<file path="config.mk">
export PLATFORM = sky130hd
export DESIGN_NAME = riscv_muldiv_arbiter
export DESIGN_NICKNAME = d
export VERILOG_FILES = /design/src/rtl/riscv_muldiv_arbiter.sv
export SDC_FILE = /design/constraint.sdc
export NUM_CORES = 1
export LEC_CHECK = 0
export ABC_CLOCK_PERIOD_IN_PS = 2900
export CORE_UTILIZATION = 39
export CTS_CLUSTER_SIZE = 8
export DETAILED_ROUTE_END_ITERATION = 7
export PLACE_DENSITY = 0.83
export SYNTH_ARGS = -nofsm -noshare
export SYNTH_HDL_FRONTEND = slang
export SYNTH_SLANG_ARGS = --single-unit
</file>
<file path="constraint.sdc">
create_clock -name clock -period 2.9 [get_ports clock]
set_input_delay 0.29 -clock clock [delete_from_list [all_inputs] [get_ports clock]]
set_output_delay 0.29 -clock clock [all_outputs]
set_load 0.02 [all_outputs]
</file>
<file path="src/rtl/riscv_muldiv_arbiter.sv">
// Round-robin front end sharing one iterative M-extension unit between two requesters; zero operands resolve locally.
// Fast path answers 1 cycle after accept, unit path >= 3; one op in flight, requests stall until the response is taken or flushed.
module riscv_muldiv_arbiter (
  input  logic        clock,
  input  logic        reset,
  input  logic        req0_valid,
  output logic        req0_ready,
  input  logic [2:0]  req0_funct3,
  input  logic [31:0] req0_s1,
  input  logic [31:0] req0_s2,
  input  logic        req1_valid,
  output logic        req1_ready,
  input  logic [2:0]  req1_funct3,
  input  logic [31:0] req1_s1,
  input  logic [31:0] req1_s2,
  input  logic        flush,
  input  logic        flush_id,
  output logic        rsp_valid,
  input  logic        rsp_ready,
  output logic        rsp_id,
  output logic [31:0] rsp_data,
  output logic        mul_enabled,
  output logic [2:0]  mul_funct3,
  output logic [31:0] mul_s1,
  output logic [31:0] mul_s2,
  input  logic [31:0] mul_rd,
  input  logic        mul_wait
);

  typedef enum logic [1:0] {IDLE, RUN, DONE} state_t;

  state_t      state_q, state_d;
  logic        last_grant_q, last_grant_d;
  logic        kill_q, kill_d;
  logic        owner_q, owner_d;
  logic        first_q, first_d;
  logic [2:0]  funct3_q, funct3_d;
  logic [31:0] s1_q, s1_d;
  logic [31:0] s2_q, s2_d;
  logic [31:0] result_q, result_d;

  logic        grant;
  logic        accept0, accept1;
  logic        acc_id;
  logic [2:0]  acc_f3;
  logic [31:0] acc_s1, acc_s2;
  logic [31:0] fast_res;
  logic        flush_own;

  // Tie goes to whoever did not win last time.
  always_comb begin
    grant = 1'b0;
    if (req0_valid && req1_valid) grant = ~last_grant_q;
    else if (req1_valid)          grant = 1'b1;
  end

  assign accept0   = (state_q == IDLE) && req0_valid && !grant && !(flush && !flush_id);
  assign accept1   = (state_q == IDLE) && req1_valid &&  grant && !(flush &&  flush_id);
  assign acc_id    = accept1;
  assign acc_f3    = accept1 ? req1_funct3 : req0_funct3;
  assign acc_s1    = accept1 ? req1_s1     : req0_s1;
  assign acc_s2    = accept1 ? req1_s2     : req0_s2;
  assign flush_own = flush && (flush_id == owner_q);

  // Zero-operand results: products are 0; x/0 is all-ones, x%0 is x; 0/x and 0%x are 0.
  always_comb begin
    fast_res = 32'h0;
    if (acc_f3[2] && (acc_s2 == 32'h0)) fast_res = acc_f3[1] ? acc_s1 : 32'hFFFF_FFFF;
  end

  always_ff @(posedge clock or posedge reset) begin
    if (reset) begin
      state_q      <= IDLE;
      last_grant_q <= 1'b1;
      kill_q       <= 1'b0;
      owner_q      <= 1'b0;
      first_q      <= 1'b0;
      funct3_q     <= 3'h0;
      s1_q         <= 32'h0;
      s2_q         <= 32'h0;
      result_q     <= 32'h0;
    end else begin
      state_q      <= state_d;
      last_grant_q <= last_grant_d;
      kill_q       <= kill_d;
      owner_q      <= owner_d;
      first_q      <= first_d;
      funct3_q     <= funct3_d;
      s1_q         <= s1_d;
      s2_q         <= s2_d;
      result_q     <= result_d;
    end
  end

  always_comb begin
    state_d      = state_q;
    last_grant_d = last_grant_q;
    kill_d       = kill_q;
    owner_d      = owner_q;
    first_d      = first_q;
    funct3_d     = funct3_q;
    s1_d         = s1_q;
    s2_d         = s2_q;
    result_d     = result_q;
    case (state_q)
      IDLE: begin
        if (accept0 || accept1) begin
          owner_d      = acc_id;
          last_grant_d = acc_id;
          funct3_d     = acc_f3;
          s1_d         = acc_s1;
          s2_d         = acc_s2;
          kill_d       = 1'b0;
          first_d      = 1'b1;
          if ((acc_s1 == 32'h0) || (acc_s2 == 32'h0)) begin
            result_d = fast_res;
            state_d  = DONE;
          end else begin
            state_d  = RUN;
          end
        end
      end
      RUN: begin
        // The unit cannot be aborted: a flushed op runs to completion and is then discarded.
        first_d = 1'b0;
        if (flush_own) kill_d = 1'b1;
        if (!first_q && !mul_wait) begin
          if (kill_q || flush_own) begin
            kill_d  = 1'b0;
            state_d = IDLE;
          end else begin
            result_d = mul_rd;
            state_d  = DONE;
          end
        end
      end
      DONE: begin
        if (rsp_ready || flush_own) state_d = IDLE;
      end
      default: state_d = IDLE;
    endcase
  end

  always_comb begin
    req0_ready  = accept0;
    req1_ready  = accept1;
    rsp_valid   = (state_q == DONE);
    rsp_id      = (state_q == DONE) && owner_q;
    rsp_data    = (state_q == DONE) ? result_q : 32'h0;
    mul_enabled = (state_q == RUN);
    mul_funct3  = (state_q == RUN) ? funct3_q : 3'h0;
    mul_s1      = (state_q == RUN) ? s1_q : 32'h0;
    mul_s2      = (state_q == RUN) ? s2_q : 32'h0;
  end

endmodule

</file>
==> After elaboration in Yosys (flattened, before gate mapping) <==
Cells that the tools add are included.
{ "word_totals": {"romBits": 0, "latchBits": 0, "reg_bits": 105, "ram_bits": 0, "n_memories": 0, "out_inout_bits": 104, "wordCells": 78} }
{ "op_classes": {"bitwise_logic": 1, "magnitude_cmp": 0, "multipliers": 0, "n_addsub": 0, "n_reduce_logical": 31, "div": 0, "mux": 29, "n_eq_ne": 8, "shifts": 0} }
{ "ops": {"columns": ["op", "n"], "rows": [
  ["$mux W32", 11],
  ["$logic_not A32 Y1", 2],
  ["$pmux W32 S2", 1],
  ["$logic_and A1 B1 Y1", 13],
  ["$mux W2", 5],
  ["$ne A2 B1 Y1 const B", 4],
  ["$mux W1", 7],
  ["$logic_not A1 Y1", 6],
  ["$mux W3", 2],
  ["$pmux W2 S3", 1],
  ["$reduce_and A5 Y1", 1],
  ["$logic_or A1 B1 Y1", 4],
  ["$pmux W1 S2", 2],
  ["$reduce_and A2 Y1", 2],
  ["$reduce_and A3 Y1", 1],
  ["$eq A2 B1 Y1 const B", 1],
  ["$eq A2 B2 Y1 const B", 1],
  ["$logic_not A2 Y1", 1],
  ["$ne A2 B2 Y1 const B", 1],
  ["$reduce_bool A2 Y1", 1],
  ["$eq A1 B1 Y1", 1],
  ["$not A1 Y1", 1]
]} }

==> Logic depth before layout (Yosys ltp) <==
{ "logic_depth": {"ltp_word": 11, "ltp_mapped": 9} }

==> Least setup slack after synthesis <==
Ideal clock, no wire load.
{ "synth_timing": {"path_type": "in2reg", "startpoint": "input req0_s2[17]", "endpoint": "register result_q[0]", "path_stages": 7, "arrival_ps": 1860, "n_path_buf": 1, "slack_ps": 912, "path_cell_list": "nor4_1 nand2_1 nor4_2 nor4_1 nor3_4 buf_6 mux2_1"} }
{ "synth_via": {"elab_chain_cells": 7} }
{ "synth_rtl": {"columns": ["item", "line_no", "source"], "rows": [
  ["start: declaration", "10", "input logic [31:0] req0_s2,"],
  ["$mux W32 (*)", "62", "assign acc_s2 = accept1 ? req1_s2 : req0_s2;"],
  ["$logic_not A32 Y1 (*)", "68, 115", null],
  ["$logic_and A1 B1 Y1", "68", "if (acc_f3[2] && (acc_s2 == 32'h0)) fast_res = acc_f3[1] ? acc_s1 : 32'hFFFF_FFFF;"],
  ["$mux W32", "68", null],
  ["$mux W32", "115", "if ((acc_s1 == 32'h0) || (acc_s2 == 32'h0)) begin"],
  ["$mux W32", "107", "if (accept0 || accept1) begin"],
  ["$pmux W32 S2", "105", "case (state_q)"],
  ["end signal: assignment", "91", "result_q <= result_d;"],
  ["end: declaration", "40", "logic [31:0] result_q, result_d;"]
]} }
Mark *: on every way between the ends. The rest lies on a longest branch, timed or not. The select of a mux whose other input is x is not followed.
A chain may end at the register's enable or synchronous reset.

==> Worst setup path after layout <==
{ "layout_timing": {"startpoint": "register state_q[0]", "endpoint": "register result_q[24]"} }
{ "layout_via": {"elab_chain_cells": 11} }
{ "layout_rtl": {"columns": ["item", "line_no", "source"], "rows": [
  ["start: declaration", "32", "state_t state_q, state_d;"],
  ["start signal: assignment", "83", "state_q <= state_d;"],
  ["$logic_not A2 Y1", "57, 58, 105", null],
  ["$logic_and A1 B1 Y1 (3 in a row)", "58", "assign accept1 = (state_q == IDLE) && req1_valid && grant && !(flush && flush_id);"],
  ["$mux W32", "62", null],
  ["$logic_not A32 Y1", "68, 115", null],
  ["$logic_and A1 B1 Y1", "68", null],
  ["$mux W32", "68", null],
  ["$mux W32", "115", null],
  ["$mux W32", "107", null],
  ["$pmux W32 S2", "105", null]
]} }
Several ways; a longest one is shown, not always the timed one. The select of a mux whose other input is x is not followed.

==> results.yml <==
clock_network:
  path_clk_slew_ps: 70
  clock_path_buffers: 2
  clock_latency_ps: 360
  numCtsBuffers: 9
  cts_tree: "done"
  root_buffer: "clkbuf_16"
  cts-hold-fix-buffers: 0
  ctsResizeCount: 0
  clock-sinks: 105
  htreeDepth: 3
  postCtsSetupBuffers: 0
yosys:
  synth_edf_count: 0
  yosys.area.top_type: "dfrtp_1"
  synth_top_area_share_pct: 41.5
  yosys-top-cells-area: "dfrtp_1 41%, nand2_1 11%, and2_1 10%, mux2_1 5.4%, o21ai_0 5.3%"
  netlist_instances: 741
  ys_warn_count: 0
  synthFlopType: "dfrtp_1"
  async_reset_ff_share_pct: 100
  ys_seq_area_share_pct: 41.9
  ys_ff_latch: 105
  synth_nets: 915
  synth_cell_types: 34
  synth_area_sq_um: 6270
  synth.avg_cell_area_sq_um: 8.47
detailed_routing:
  postRouteAntennaNets: 0
  routed_wl_mm: 22.9
  drt_iter0_drc: 538
  wl_per_cell_um: 18.9
  drt_first_pass_iters: 6
  vias: 6646
  viasPerCell: 5.48
  route.detailed.drc: 0
worst_setup_path:
  r2r_cells: 6
  critical_path_required_ps: 3140
  crit_chain: "nor2_1 -> nand4_4 -> mux2_2 -> a31o_2 -> o21ai_0 -> mux2_1"
  critPathArrivalTime_ps: 2880
  critPathKind: "reg -> reg"
  crit_path_end_kind: "flip-flop"
  cp_slowest_cell: "mux2_2"
  max_stage_delay_ps: 800
  cp-start-kind: "flip-flop"
  cp_max_fo: 33
floorplan:
  start_util_pct: 40.7
  ios: 278
  core_region_area_sq_um: 15400
  dieArea_sq_um: 16600
  die_h_um: 129
  row_count: 45
  die_w_um: 129
worst_hold_path:
  hp-class: "in -> async"
timing:
  setup_viol: 0
  fin_crit_ps: 2650
  worstMarginPinSlew_ps: 794
  timing.final.crit_share_pct: 91.2
  grt_setup_unrepaired: "false"
  relSlewSlack_pct: 47.1
  finalHoldViolCount: 0
  setup_ws_ps: 255
  fin_worst_skew_ps: 10.7
  max_freq_mhz: 378
  drv_slew: 0
  fin_setup_tns_ps: 0
pwr:
  seqPwrFrac_pct: 29.6
  p_leak_uw: 0.00415
  swShare_pct: 40.1
  power.internal_uw: 4990
  ir_drop_uv: 350
  p_sw_uw: 3350
  power_density_nw_per_um2: 867
  pwr-share-clk_pct: 14.8
  comb_power_share_pct: 55.7
global_route:
  grt_first_pass_wirelength_mm: 35.7
  grtUsageTotal_pct: 28.1
  grt_max_degree: 96
  antenna_found_initial: 0
  first_global_vias: 6578
  grt_overflow: 0
cells_and_area:
  nets: 1171
  diodes: 0
  n_fill_cell: 1353
  final_common_cell: "clkdlybuf4s50_1"
  final_cell_mix: "277 x clkdlybuf4s50_1, 178 x nand2_1, 104 x dfrtp_1"
  fin_cells: 1213
  drive_above_1_share_pct: 8.18
  area_delta_synth_final_pct: 53.3
  finalInstanceArea_sq_um: 9620
placed_design:
  place_ws_ps: 109
  gp_congestion: 0.937
  postPlaceCellArea_sq_um: 9330
  dp_hpwl_mm: 16.7
  place_inst: 1197
  io_buffer_count: 277
flow_run:
  cap_viol_max_count: 0
outcome:
  status: "completed"
registers in the layout, summed over array words and instances (netlist names):
name and count:
s2_q 32, funct3_q 3, kill_q 1, result_q 32, owner_q 1, s1_q 32, state_q 2, last_grant_q 1
first_q 1
critical path: cells and delay by family (launching register included):
family | cells | cell delay [ps]
and+or+nand+nor | 2 | 580
DFF | 1 | 430
muxes | 2 | 1120
AOI/OAI and AO/OA | 2 | 370
Yosys cell counts (all sizes together) (7+ instances only):
| library cell | instances |
|---|---|
| mux2i | 32 |
| mux2 | 34 |
| a31o | 32 |
| dfrtp | 104 |
| nor4 | 36 |
| o21ai | 67 |
| and2 | 100 |
| nand2 | 178 |
| a31oi | 35 |
| nor2 | 38 |
| nand4 | 7 |
| buf | 14 |
| clkbuf | 40 |
final timing paths:
kind	start	endpoint	slack (ps)
min in group clock	last_grant_q$_DFFE_PP1P_	last_grant_q$_DFFE_PP1P_	460
min reg2reg	last_grant_q$_DFFE_PP1P_	last_grant_q$_DFFE_PP1P_	460
min	reset	result_q[7]$_DFFE_PP0P_	230
max reg2reg	state_q[0]$_DFFE_PP0P_	result_q[24]$_DFFE_PP0P_	250
max	state_q[0]$_DFFE_PP0P_	result_q[24]$_DFFE_PP0P_	250
max in group asynchronous	reset	s1_q[2]$_DFFE_PP0P_	1850
power by group through the flow:
stage / sequential (uW) / clock, uW / combinational [uW]
floorplan: 2360 / 0 / 2840
global placement: 2450 / 0 / 4560
detailed placement: 2480 / 0 / 4630
CTS: 2450 / 1250 / 4650
global route: 2540 / 1300 / 5020
finish: 2470 / 1230 / 4640
layout make-up:
cell class	count	area [sq um]	share of cell area [%]
inverters	7	31.3	0.325
clock inverters	4	47.5	0.494
repair buffers	299	3000	31.2
clock buffers	12	236	2.46
multi-input cells	575	3410	35.4
flip-flops and latches	105	2630	27.3
well taps	211	264	2.75
stage by stage:
stage / hold WS [ps] / power (uW) / utilization (%)
2_1_floorplan: 425 / 5200 / -
3_3_place_gp: 454 / 7010 / 60.5
3_5_place_dp: 458 / 7110 / 60.5
4_1_cts: 225 / 8360 / 62.3
5_1_grt: 236 / 8860 / 62.3
6_report: 228 / 8330 / 62.3
layer usage:
metal / share of wire, % / global-route usage, %
met4: 4.1 / 13.2
met5: 0 / 0
met1: 43 / 36.9
met2: 47 / 44.1
met3: 6.6 / 5.95
cell families (layout without fill, tap and decap cells):
family | Yosys count | in the layout | share of synthesized area, %
AO/OA/AOI/OAI | 143 | 143 | 14.4
AND/OR/NAND/NOR | 365 | 365 | 28.1
buffers and inverters | 61 | 322 | 4.25
multiplexers | 66 | 66 | 11.2
XOR/XNOR | 1 | 1 | 0.140
flip-flops | 105 | 105 | 41.9
Power figures use the tool's default switching activity.
